===== config.mk =====
export PLATFORM = sky130hd
export DESIGN_NAME = pcd_frame_decoder_flat
export DESIGN_NICKNAME = d
export VERILOG_FILES = /design/src/rtl/rfid_pkg.sv /design/src/rtl/pcd_frame_decoder_if.sv /design/src/rtl/miller_symbol_slicer.sv /design/src/rtl/pcd_frame_decoder.sv /design/src/flat_wrapper.sv
export SDC_FILE = /design/constraint.sdc
export NUM_CORES = 1
export LEC_CHECK = 0
export CORE_ASPECT_RATIO = 1.5
export CORE_MARGIN = 5
export CORE_UTILIZATION = 29
export CTS_CLUSTER_SIZE = 25
export DETAILED_ROUTE_END_ITERATION = 10
export GPL_TIMING_DRIVEN = 0
export PLACE_DENSITY_LB_ADDON = 0.3
export SYNTH_ARGS = -nofsm -noshare
export SYNTH_HDL_FRONTEND = slang
export SYNTH_SLANG_ARGS = --single-unit

===== constraint.sdc =====
create_clock -name clk_in -period 6.5 [get_ports clk_in]
set_clock_uncertainty 0.15 [all_clocks]
set_input_delay 0.65 -clock clk_in [delete_from_list [all_inputs] [get_ports clk_in]]
set_output_delay 0.65 -clock clk_in [all_outputs]
set_load 0.01 [all_outputs]

===== src/rtl/rfid_pkg.sv =====
// Shared types and helpers for the PCD->PICC modified-Miller receive path.
// Symbol set, frame constants and parity helper.
package rfid_pkg;

  typedef enum logic [1:0] {
    SYM_X,
    SYM_Y,
    SYM_Z,
    SYM_BAD
  } miller_sym_t;

  localparam int DEF_MAX_BYTES    = 5;
  localparam int SHORT_FRAME_BITS = 7;

  function automatic logic odd_parity_ok(
    input logic [7:0] b,
    input logic       p
  );
    return ^{b, p};
  endfunction

  // q[3] is the oldest quarter sample (q0)
  function automatic miller_sym_t classify_sym(
    input logic [3:0] q
  );
    miller_sym_t s;
    case (q)
      4'b1101: s = SYM_X;
      4'b0111: s = SYM_Z;
      4'b1111: s = SYM_Y;
      default: s = SYM_BAD;
    endcase
    return s;
  endfunction

endpackage


===== src/rtl/pcd_frame_decoder_if.sv =====
// Envelope-sample input and decoded-frame output bundle of the decoder.
// master = envelope source / frame consumer, slave = decoder.
interface pcd_frame_decoder_if
  import rfid_pkg::*;
#(
  parameter int MAX_BYTES = DEF_MAX_BYTES
);

  logic                   env_in;
  logic                   env_valid;
  logic [8*MAX_BYTES-1:0] data_out;
  logic [2:0]             num_bytes_out;
  logic                   short_frame_out;
  logic                   frame_valid;
  logic                   parity_err;
  logic                   coding_err;
  logic                   busy;

  modport master (
    output env_in,
    output env_valid,
    input  data_out,
    input  num_bytes_out,
    input  short_frame_out,
    input  frame_valid,
    input  parity_err,
    input  coding_err,
    input  busy
  );

  modport slave (
    input  env_in,
    input  env_valid,
    output data_out,
    output num_bytes_out,
    output short_frame_out,
    output frame_valid,
    output parity_err,
    output coding_err,
    output busy
  );

endinterface


===== src/rtl/miller_symbol_slicer.sv =====
// Groups quarter-bit envelope samples into modified-Miller symbols.
// i_hold keeps the slicer realigned to the next start-bit pause.
module miller_symbol_slicer
  import rfid_pkg::*;
(
  input  logic        i_clk,
  input  logic        i_rst,
  input  logic        i_hold,
  input  logic        i_valid,
  input  logic        i_env,
  output miller_sym_t o_sym,
  output logic        o_sym_valid
);

  logic [1:0] r_qcnt;
  logic [2:0] r_sh;

  always_ff @(posedge i_clk) begin
    if (i_rst || i_hold) begin
      r_qcnt <= 2'd0;
      r_sh   <= 3'd0;
    end else if (i_valid) begin
      r_qcnt <= r_qcnt + 2'd1;
      r_sh   <= {r_sh[1:0], i_env};
    end
  end

  // symbol completes combinationally on the q3 sample
  assign o_sym_valid = i_valid && !i_hold && (r_qcnt == 2'd3);
  assign o_sym       = classify_sym({r_sh, i_env});

endmodule


===== src/rtl/pcd_frame_decoder.sv =====
// ISO 14443-A 106 kbit/s PCD->PICC frame receiver (Miller slice, parity, unpack).
// Define PCD_PARITY_CHECK_EN to report odd-parity failures on parity_err.
module pcd_frame_decoder
  import rfid_pkg::*;
#(
  parameter int MAX_BYTES = DEF_MAX_BYTES
)(
  input  logic                 clk_in,
  input  logic                 rst_in,
  pcd_frame_decoder_if.slave   bus
);

  localparam int BUF_BITS = 9*MAX_BYTES + 1;
  localparam int CW       = $clog2(BUF_BITS + 1);

  localparam logic [1:0] S_IDLE  = 2'd0;
  localparam logic [1:0] S_RX    = 2'd1;
  localparam logic [1:0] S_FLUSH = 2'd2;

`ifdef PCD_PARITY_CHECK_EN
  localparam bit PARITY_EN = 1'b1;
`else
  localparam bit PARITY_EN = 1'b0;
`endif

  logic [1:0]             r_state;
  logic [BUF_BITS-1:0]    r_bits;
  logic [CW-1:0]          r_cnt;
  logic                   r_prev;
  logic                   r_started;
  logic [2:0]             r_ones;
  logic [8*MAX_BYTES-1:0] r_data;
  logic [2:0]             r_nbytes;
  logic                   r_short;
  logic                   r_fv;
  logic                   r_perr;
  logic                   r_cerr;

  logic        w_hold;
  miller_sym_t w_sym;
  logic        w_sym_valid;
  logic        w_app;
  logic        w_bit;
  logic        w_end;
  logic        w_err;

  int                     w_plen;
  int                     w_nb;
  logic                   w_len_ok;
  logic                   w_short;
  logic                   w_perr;
  logic [8*MAX_BYTES-1:0] w_data;

  assign w_hold = (r_state == S_IDLE) &&
                  !(bus.env_valid && !bus.env_in);

  miller_symbol_slicer u_slicer (
    .i_clk       (clk_in),
    .i_rst       (rst_in),
    .i_hold      (w_hold),
    .i_valid     (bus.env_valid),
    .i_env       (bus.env_in),
    .o_sym       (w_sym),
    .o_sym_valid (w_sym_valid)
  );

  always_comb begin
    w_app = 1'b0;
    w_bit = 1'b0;
    w_end = 1'b0;
    w_err = 1'b0;
    if (r_state == S_RX && w_sym_valid) begin
      if (!r_started) begin
        w_err = (w_sym != SYM_Z);
      end else begin
        unique case (w_sym)
          SYM_X: begin
            w_app = 1'b1;
            w_bit = 1'b1;
          end
          SYM_Z: w_app = 1'b1;
          SYM_Y: begin
            if (r_prev) w_app = 1'b1;
            else        w_end = 1'b1;
          end
          default: w_err = 1'b1;
        endcase
      end
      if (w_app && r_cnt == CW'(BUF_BITS)) begin
        w_app = 1'b0;
        w_err = 1'b1;
      end
    end
  end

  // payload excludes the trailing end-of-communication 0
  always_comb begin
    w_plen   = int'(r_cnt) - 1;
    w_nb     = 0;
    w_len_ok = 1'b0;
    w_short  = 1'b0;
    w_perr   = 1'b0;
    w_data   = '0;
    if (w_plen == SHORT_FRAME_BITS) begin
      w_len_ok    = 1'b1;
      w_short     = 1'b1;
      w_data[6:0] = r_bits[6:0];
    end
    for (int k = 1; k <= MAX_BYTES; k++) begin
      if (w_plen == 9*k) begin
        w_len_ok = 1'b1;
        w_nb     = k;
      end
    end
    for (int j = 0; j < MAX_BYTES; j++) begin
      if (j < w_nb) begin
        w_data[8*j +: 8] = r_bits[9*j +: 8];
        if (!odd_parity_ok(r_bits[9*j +: 8], r_bits[9*j+8]))
          w_perr = 1'b1;
      end
    end
  end

  always_ff @(posedge clk_in) begin
    if (rst_in) begin
      r_state   <= S_IDLE;
      r_bits    <= '0;
      r_cnt     <= '0;
      r_prev    <= 1'b0;
      r_started <= 1'b0;
      r_ones    <= 3'd0;
      r_data    <= '0;
      r_nbytes  <= 3'd0;
      r_short   <= 1'b0;
      r_fv      <= 1'b0;
      r_perr    <= 1'b0;
      r_cerr    <= 1'b0;
    end else begin
      r_fv   <= 1'b0;
      r_perr <= 1'b0;
      r_cerr <= 1'b0;
      case (r_state)
        S_IDLE: begin
          if (bus.env_valid && !bus.env_in) begin
            r_state   <= S_RX;
            r_bits    <= '0;
            r_cnt     <= '0;
            r_prev    <= 1'b0;
            r_started <= 1'b0;
          end
        end
        S_RX: begin
          if (w_sym_valid) r_started <= 1'b1;
          if (w_app) begin
            r_bits[r_cnt] <= w_bit;
            r_cnt         <= r_cnt + 1'b1;
            r_prev        <= w_bit;
          end
          if (w_err) begin
            r_cerr  <= 1'b1;
            r_ones  <= 3'd0;
            r_state <= S_FLUSH;
          end
          if (w_end) begin
            r_state <= S_IDLE;
            if (w_len_ok) begin
              r_fv     <= 1'b1;
              r_perr   <= w_perr & PARITY_EN;
              r_data   <= w_data;
              r_nbytes <= 3'(w_nb);
              r_short  <= w_short;
            end else if (w_plen != 0) begin
              r_cerr <= 1'b1;
            end
          end
        end
        S_FLUSH: begin
          if (bus.env_valid) begin
            if (!bus.env_in)         r_ones  <= 3'd0;
            else if (r_ones == 3'd7) r_state <= S_IDLE;
            else                     r_ones  <= r_ones + 3'd1;
          end
        end
        default: r_state <= S_IDLE;
      endcase
    end
  end

  assign bus.data_out        = r_data;
  assign bus.num_bytes_out   = r_nbytes;
  assign bus.short_frame_out = r_short;
  assign bus.frame_valid     = r_fv;
  assign bus.parity_err      = r_perr;
  assign bus.coding_err      = r_cerr;
  assign bus.busy            = (r_state != S_IDLE);

endmodule

===== src/flat_wrapper.sv =====
// flat-port wrapper written by rule: the top's interface ports become plain ports
module pcd_frame_decoder_flat import rfid_pkg::*;
#(
  parameter int MAX_BYTES = DEF_MAX_BYTES
)
  (clk_in, rst_in, bus_env_in, bus_env_valid, bus_data_out, bus_num_bytes_out, bus_short_frame_out, bus_frame_valid, bus_parity_err, bus_coding_err, bus_busy);
  pcd_frame_decoder_if #(.MAX_BYTES(MAX_BYTES)) bus_i ();
  input  logic clk_in;
  input  logic rst_in;
  input wire logic [$bits(bus_i.env_in)-1:0] bus_env_in;
  input wire logic [$bits(bus_i.env_valid)-1:0] bus_env_valid;
  output wire logic [$bits(bus_i.data_out)-1:0] bus_data_out;
  output wire logic [$bits(bus_i.num_bytes_out)-1:0] bus_num_bytes_out;
  output wire logic [$bits(bus_i.short_frame_out)-1:0] bus_short_frame_out;
  output wire logic [$bits(bus_i.frame_valid)-1:0] bus_frame_valid;
  output wire logic [$bits(bus_i.parity_err)-1:0] bus_parity_err;
  output wire logic [$bits(bus_i.coding_err)-1:0] bus_coding_err;
  output wire logic [$bits(bus_i.busy)-1:0] bus_busy;
  assign bus_i.env_in = bus_env_in;
  assign bus_i.env_valid = bus_env_valid;
  assign bus_data_out = bus_i.data_out;
  assign bus_num_bytes_out = bus_i.num_bytes_out;
  assign bus_short_frame_out = bus_i.short_frame_out;
  assign bus_frame_valid = bus_i.frame_valid;
  assign bus_parity_err = bus_i.parity_err;
  assign bus_coding_err = bus_i.coding_err;
  assign bus_busy = bus_i.busy;
  pcd_frame_decoder #(.MAX_BYTES(MAX_BYTES)) u_core (.clk_in(clk_in), .rst_in(rst_in), .bus(bus_i));
endmodule

After elaboration in Yosys (flattened, before gate mapping):

Index checks and enable logic that the tools add are counted.
W data, S select, Z words.

* multiplexer cells: 66
* bitwise logic cells: 2
* order comparisons: 7
* add/subtract/negate cells: 4
* eq/ne operators: 26
* reductions and logical operators: 26

Operators with widths (count)
* $mux W46: 2
* $pmux W46 S2: 1
* $eq A32 B6 Y1 const B: 2
* $eq A32 B7 Y1 const B: 2
* $bwmux W46: 1
* $mux W8: 5
* $eq A32 B4 Y1 const B: 1
* $eq A32 B5 Y1 const B: 1
* $mux W1: 32
* $reduce_bool A32 Y1: 1
* $mux W3: 6
* $mux W2: 8
* $mux W6: 2
* $pmux W2 S3: 2
* $pmux W6 S2: 1
* $reduce_and A3 Y1: 3
* $eq A4 B4 Y1 const B: 2
* $ne A2 B1 Y1 const B: 4
* $ne A2 B2 Y1 const B: 4
* $logic_and A1 B1 Y1: 7
* $lt A6 B7 Y1 const B: 1
* $mux W7: 1
* $sub A6 B1 Y7 const B: 1
* $add A6 B1 Y6 const B: 1
* other kinds (25): 40

* word-level logic and storage cells: 144
* input port bits: 4
* flip-flop bits (word level): 110
* output and inout port bits: 48

Logic depth before layout (Yosys ltp):

* depth after elaboration: 16
* mapped depth: 13
* mapped depth without buffers: 8

Hierarchy:

From an unflattened synthesis, not the netlist that was laid out.

* cells, all modules: 570
* area, all modules: 4794.6 sq um

Modules (own cells, without submodules)
* pcd_frame_decoder: area each 4568.1 sq um, sequential area each 1981.9 sq um, instances 1, cells an instance 549
* miller_symbol_slicer: area each 226.5 sq um, sequential area each 100.1 sq um, instances 1, cells an instance 21

Worst setup path after synthesis:

No wires, ideal clock.

* kind: register -> register
* start: register u_core.r_cnt[1]
* end: register u_core.r_data[4], in the netlist u_core.bus.data_out[4]
* cell stages (with the launch flop): 14
* data arrival time: 2.595 ns
* setup slack: 3.623 ns
* setup time: 0.132 ns
* cells stage by stage: dfxtp_1 buf_2 clkbuf_1 inv_1 ha_1 buf_2 or3b_2 nor4_1 o2bb2ai_1 and4_1 buf_6 buf_6 o21ai_1 a21oi_1

* word-level cells in the longest chain between the ends: 9
* elaborated cells on any way between the ends: 22
* classes of those cells: add/sub: 1; order compare: 1; eq/ne: 6; mux: 13; reduce/logical: 1

Ends and longest elaborated chain
* from (decl): line pcd_frame_decoder.sv:28 `logic [CW-1:0] r_cnt;`
* from (signal assigned): line pcd_frame_decoder.sv:156 `r_cnt <= r_cnt + 1'b1;`
* $sub A6 B1 Y7 *: line pcd_frame_decoder.sv:98 `w_plen = int'(r_cnt) - 1;`
* $eq A32 B5 Y1 or $eq A32 B4 Y1 (tied branches): line pcd_frame_decoder.sv:110, pcd_frame_decoder.sv:104
* $mux W1, on equally long branches: line pcd_frame_decoder.sv:110, pcd_frame_decoder.sv:104
* $mux W2 or $mux W1 (tied branches) (2 in series): line pcd_frame_decoder.sv:110 `if (w_plen == 9*k) begin`
* $mux W3 or $mux W1 (tied branches) (2 in series): line pcd_frame_decoder.sv:110
* $lt A1 B3 Y1 or $mux W1 (tied branches): line pcd_frame_decoder.sv:116, pcd_frame_decoder.sv:110
* $mux W8 or $reduce_and A3 Y1 (tied branches)
* to (signal assigned): line pcd_frame_decoder.sv:169 `r_data <= w_data;`
* to (decl): line pcd_frame_decoder.sv:32 `logic [8*MAX_BYTES-1:0] r_data;`

Every way passes the cells marked *; elsewhere a longest branch is shown, timed or not.
A chain may end at the register's enable or synchronous reset.

Worst setup path after layout:

* start: register u_core.r_cnt[1]
* end: register u_core.r_data[15], in the netlist u_core.bus.data_out[15]

Same word-level chain as after synthesis.

==> flow_summary.ini <==
[min_path]
hold-path-cell-count = 2
hp-start = u_core.r_bits[28]$_SDFFE_PP0P_
hold_end = u_core.bus.data_out[25]$_SDFFE_PP0P_
hp-class = flop to flop

[worst_setup_path]
cp_slowest_cell = o2bb2ai_1
cpLargestDelayFamily = compound AO/OA/AOI/OAI gates
critPathRequiredTime_ns = 6.65
r2r_end = u_core.bus.data_out[15]$_SDFFE_PP0P_
reg2reg_depth = 11
crit_chain = buf_2, clkbuf_1, inv_1, ha_1, buf_2, or3b_2, nor4_1, o2bb2ai_1, nand4_4, a21oi_2, a22o_1
arrival_ns = 3.66
cp_common_cell = buf_2
worst-path-buf-inv = 4
max_stage_delay_ns = 0.47
regToRegSetupSlack_ns = 2.98
r2r_start = u_core.r_cnt[1]$_SDFFE_PP0P_
endpoint_kind = flop
critPathLaunchType = flop
crit_type = flop to flop
path_max_fanout = 10

[logic_synthesis]
ys_seq_area_share_pct = 41.74
avgSynthCellArea_um2 = 8.218
syn-cell-area_um2 = 4989
synth_compound_area_share_pct = 26.54
synth_xor_area_share_pct = 0.8779
synth_edf_count = 0
synth_flop_cell = dfxtp_1
synth_top_family_by_area = compound AO/OA/AOI/OAI gates
yosys.area_share.simple_pct = 22.17
yosys_warnings = 0
synthAdderAreaFrac_pct = 2.257
synth.ff_latch_count = 104
synth_fp_nets = 620
synth_cell_type_count = 58
synthMuxAreaShare_pct = 1.003
syn_inst = 607
async_flop_share_pct = 0

[timing]
fmaxAchievable_mhz = 284.3
fin_crit_sh_pct = 54.11
hold_violations = 0
tns_ns = 0
min_period_ns = 3.517
tightest_slew_ns = 0.9577
setup_viol = 0
relSlewSlack_pct = 35.86
drv_slew = 0
rsz0062_at_grt = no

[die]
fp.dieW_um = 117.1
fp.coreArea_um2 = 16840
die_area_um2 = 19980
io_pins = 52
rows = 58
initial_core_util_pct = 29.63
die_h_um = 170.6

[placement]
io_buffers = 48
routabilityCongestion = 0.9111
hpwl_mm = 11.84

[pwr]
p_switching_uw = 307.3
combPwrFrac_pct = 4.3
power_density_nw_per_um2 = 206.8
swShare_pct = 24.64
peakVddDrop_v = 0.0001318
power_frac_clock_pct = 44.5
p_int_uw = 939.5
power_frac_seq_pct = 51.3
leakagePower_uw = 0.002071

[drt]
antenna_left = 0
drtIter0Drc = 387
routedWlPerCell_um = 18.16
via_per_inst = 5.269
vias = 4642
top_layer = met4
met2WireLength_mm = 8.088
met1_length_mm = 6.773
drc = 0
finalWirelength_mm = 16.00
dr_wl_met3_um = 625
firstDrtPassIters = 5

[finish]
drive_gt1_share_pct = 7.004
area_delta_synth_final_pct = 20.87
final_util_pct = 35.81
nets = 679
n_antenna_cell = 0

[grt]
grt_pass1_wl_mm = 25.54
first_global_vias = 4503
antenna_found_initial = 0
grt_overflow = 0
grt_usage_pct = 16.52
grt_max_degree = 19

[status]
outcome = complete, no violations

[cts]
h-tree-depth = 3
post_cts_buffers = 0
cts_tree = done
hold_buffers = 0
cts_resized = 0
cts.sinks = 104
clk_pin_slew_ns = 0.08
root_buffer = clkbuf_16
cts_made_buffers = 9
cts_max_path_buffers = 2
clk_latency_ns = 0.36

[job]
drv_cap = 0
[per-stage QoR]
stage / std cells / setup slack, ns / area (um2) / power (uW) / hold WS, ns
after floorplan: 607 / 3.623 / 4989 / 688.2 / 0.2811
after global placement: 865 / 3.054 / 5732 / 706.9 / 0.2957
after detailed placement: 865 / 3.046 / 5732 / 706.8 / 0.2994
after CTS: 881 / 3.033 / 6030 / 1251 / 0.3223
after global routing: 881 / 2.706 / 6030 / 1275 / 0.3452
final: 881 / 2.983 / 6030 / 1247 / 0.3230
[cells by family after synthesis]
family	after synthesis
DFF	104
and+or+nand+nor	195
other	1
xor gates and xnor gates	5
muxes	5
buffers and inverters	56
AOI/OAI and AO/OA	232
adders and majority gates	9
[power by group through the flow]
stage	registers (uW)	clock network, uW	logic [uW]
floorplan	654	0	34.4
global placement	654	0	52.7
detailed placement	654	0	52.6
CTS	639	559	52.7
global route	639	577	59.1
finish	639	555	53.0
[layer usage]
layer,vias to the layer above,track usage (%)
met4,0,6.387
met5,-,0
met3,31,2.123
li1,2314,-
met1,2169,20.49
met2,128,28.73
[synthesized netlist by cell type, drive strengths merged, types with 2 or more instances]
library cell / number / area share [%]
o211a: 3 / 0.60
a21oi: 67 / 6.8
nand3: 23 / 2.3
o32ai: 2 / 0.50
xnor2: 3 / 0.53
nor3: 10 / 1.0
nand4b: 2 / 0.35
xor2: 2 / 0.35
nor4: 2 / 0.25
inv: 5 / 0.38
a22o: 9 / 1.6
o211ai: 7 / 1.3
nor2: 29 / 2.2
ha: 9 / 2.3
a31oi: 7 / 1.0
a21boi: 3 / 0.45
dfxtp: 104 / 42
nor2b: 47 / 5.9
nand4: 18 / 2.6
or3: 8 / 1.0
nor3b: 4 / 0.60
and3: 7 / 0.98
o31ai: 2 / 0.30
nand3b: 5 / 0.75
o22ai: 2 / 0.25
and2: 3 / 0.38
nand2b: 8 / 1.0
nand2: 21 / 1.6
or2: 3 / 0.38
buf: 22 / 2.8
o21ai: 123 / 12
mux2i: 5 / 1.0
clkbuf: 29 / 2.2
[worst register-to-register path, stage by stage, from the launching register on]
cell	delay (ns)
dfxtp_1	0.42
buf_2	0.23
clkbuf_1	0.35
inv_1	0.22
ha_1	0.22
buf_2	0.18
or3b_2	0.23
nor4_1	0.05
o2bb2ai_1	0.47
nand4_4	0.27
a21oi_2	0.46
a22o_1	0.22
[cells in the final DEF, fill, tap and decap left out, types with 8 or more instances in the layout]
cell type	count
dfxtp_1	104
o21ai_0	85
a21oi_1	66
clkdlybuf4s50_1	48
nor2b_1	47
o21ai_1	38
clkbuf_1	29
nor2_1	29
nand3_1	23
nand2_1	21
nand4_1	17
buf_2	12
nor3_1	10
a22o_1	9
ha_1	9
clkbuf_16	9
nand2b_1	8
or3_1	8
[area by class of cell]
type                       count  area (um2)
multi-input combinational    447        2640
clock inverter                 5       45.04
buffer                        51       247.7
tap                          210       262.8
inverter                       5       18.77
fill                        1775       10810
timing repair buffer          48       480.5
sequential                   104        2082
clock buffer                  11       252.7
[how the worst max path moves through the flow]
stage                            startpoint  slack (ns)                                    to  cells past startpoint
2_1_floorplan  u_core.r_cnt[1]$_SDFFE_PP0P_        3.62   u_core.bus.data_out[4]$_SDFFE_PP0P_                     13
3_5_place_dp   u_core.r_cnt[1]$_SDFFE_PP0P_        3.05   u_core.bus.data_out[8]$_SDFFE_PP0P_                     11
4_1_cts        u_core.r_cnt[1]$_SDFFE_PP0P_        3.03  u_core.bus.data_out[14]$_SDFFE_PP0P_                     11
6_report       u_core.r_cnt[1]$_SDFFE_PP0P_        2.98  u_core.bus.data_out[15]$_SDFFE_PP0P_                     11
5_1_grt        u_core.r_cnt[1]$_SDFFE_PP0P_        2.71  u_core.bus.data_out[11]$_SDFFE_PP0P_                     11
3_3_place_gp   u_core.r_cnt[1]$_SDFFE_PP0P_        3.05  u_core.bus.data_out[14]$_SDFFE_PP0P_                     11
[sequential cells by signal, summed over array words and instances (netlist names)]
signal / flops
u_core.bus.coding_err: 1
u_core.r_cnt: 6
u_core.u_slicer.r_qcnt: 2
u_core.r_ones: 3
u_core.r_bits: 40
u_core.bus.short_frame_out: 1
u_core.bus.num_bytes_out: 3
u_core.u_slicer.r_sh: 3
u_core.r_prev: 1
u_core.bus.data_out: 40
u_core.bus.frame_valid: 1
u_core.r_started: 1
u_core.r_state: 2
No activity file was read; power rests on OpenSTA's default activity.
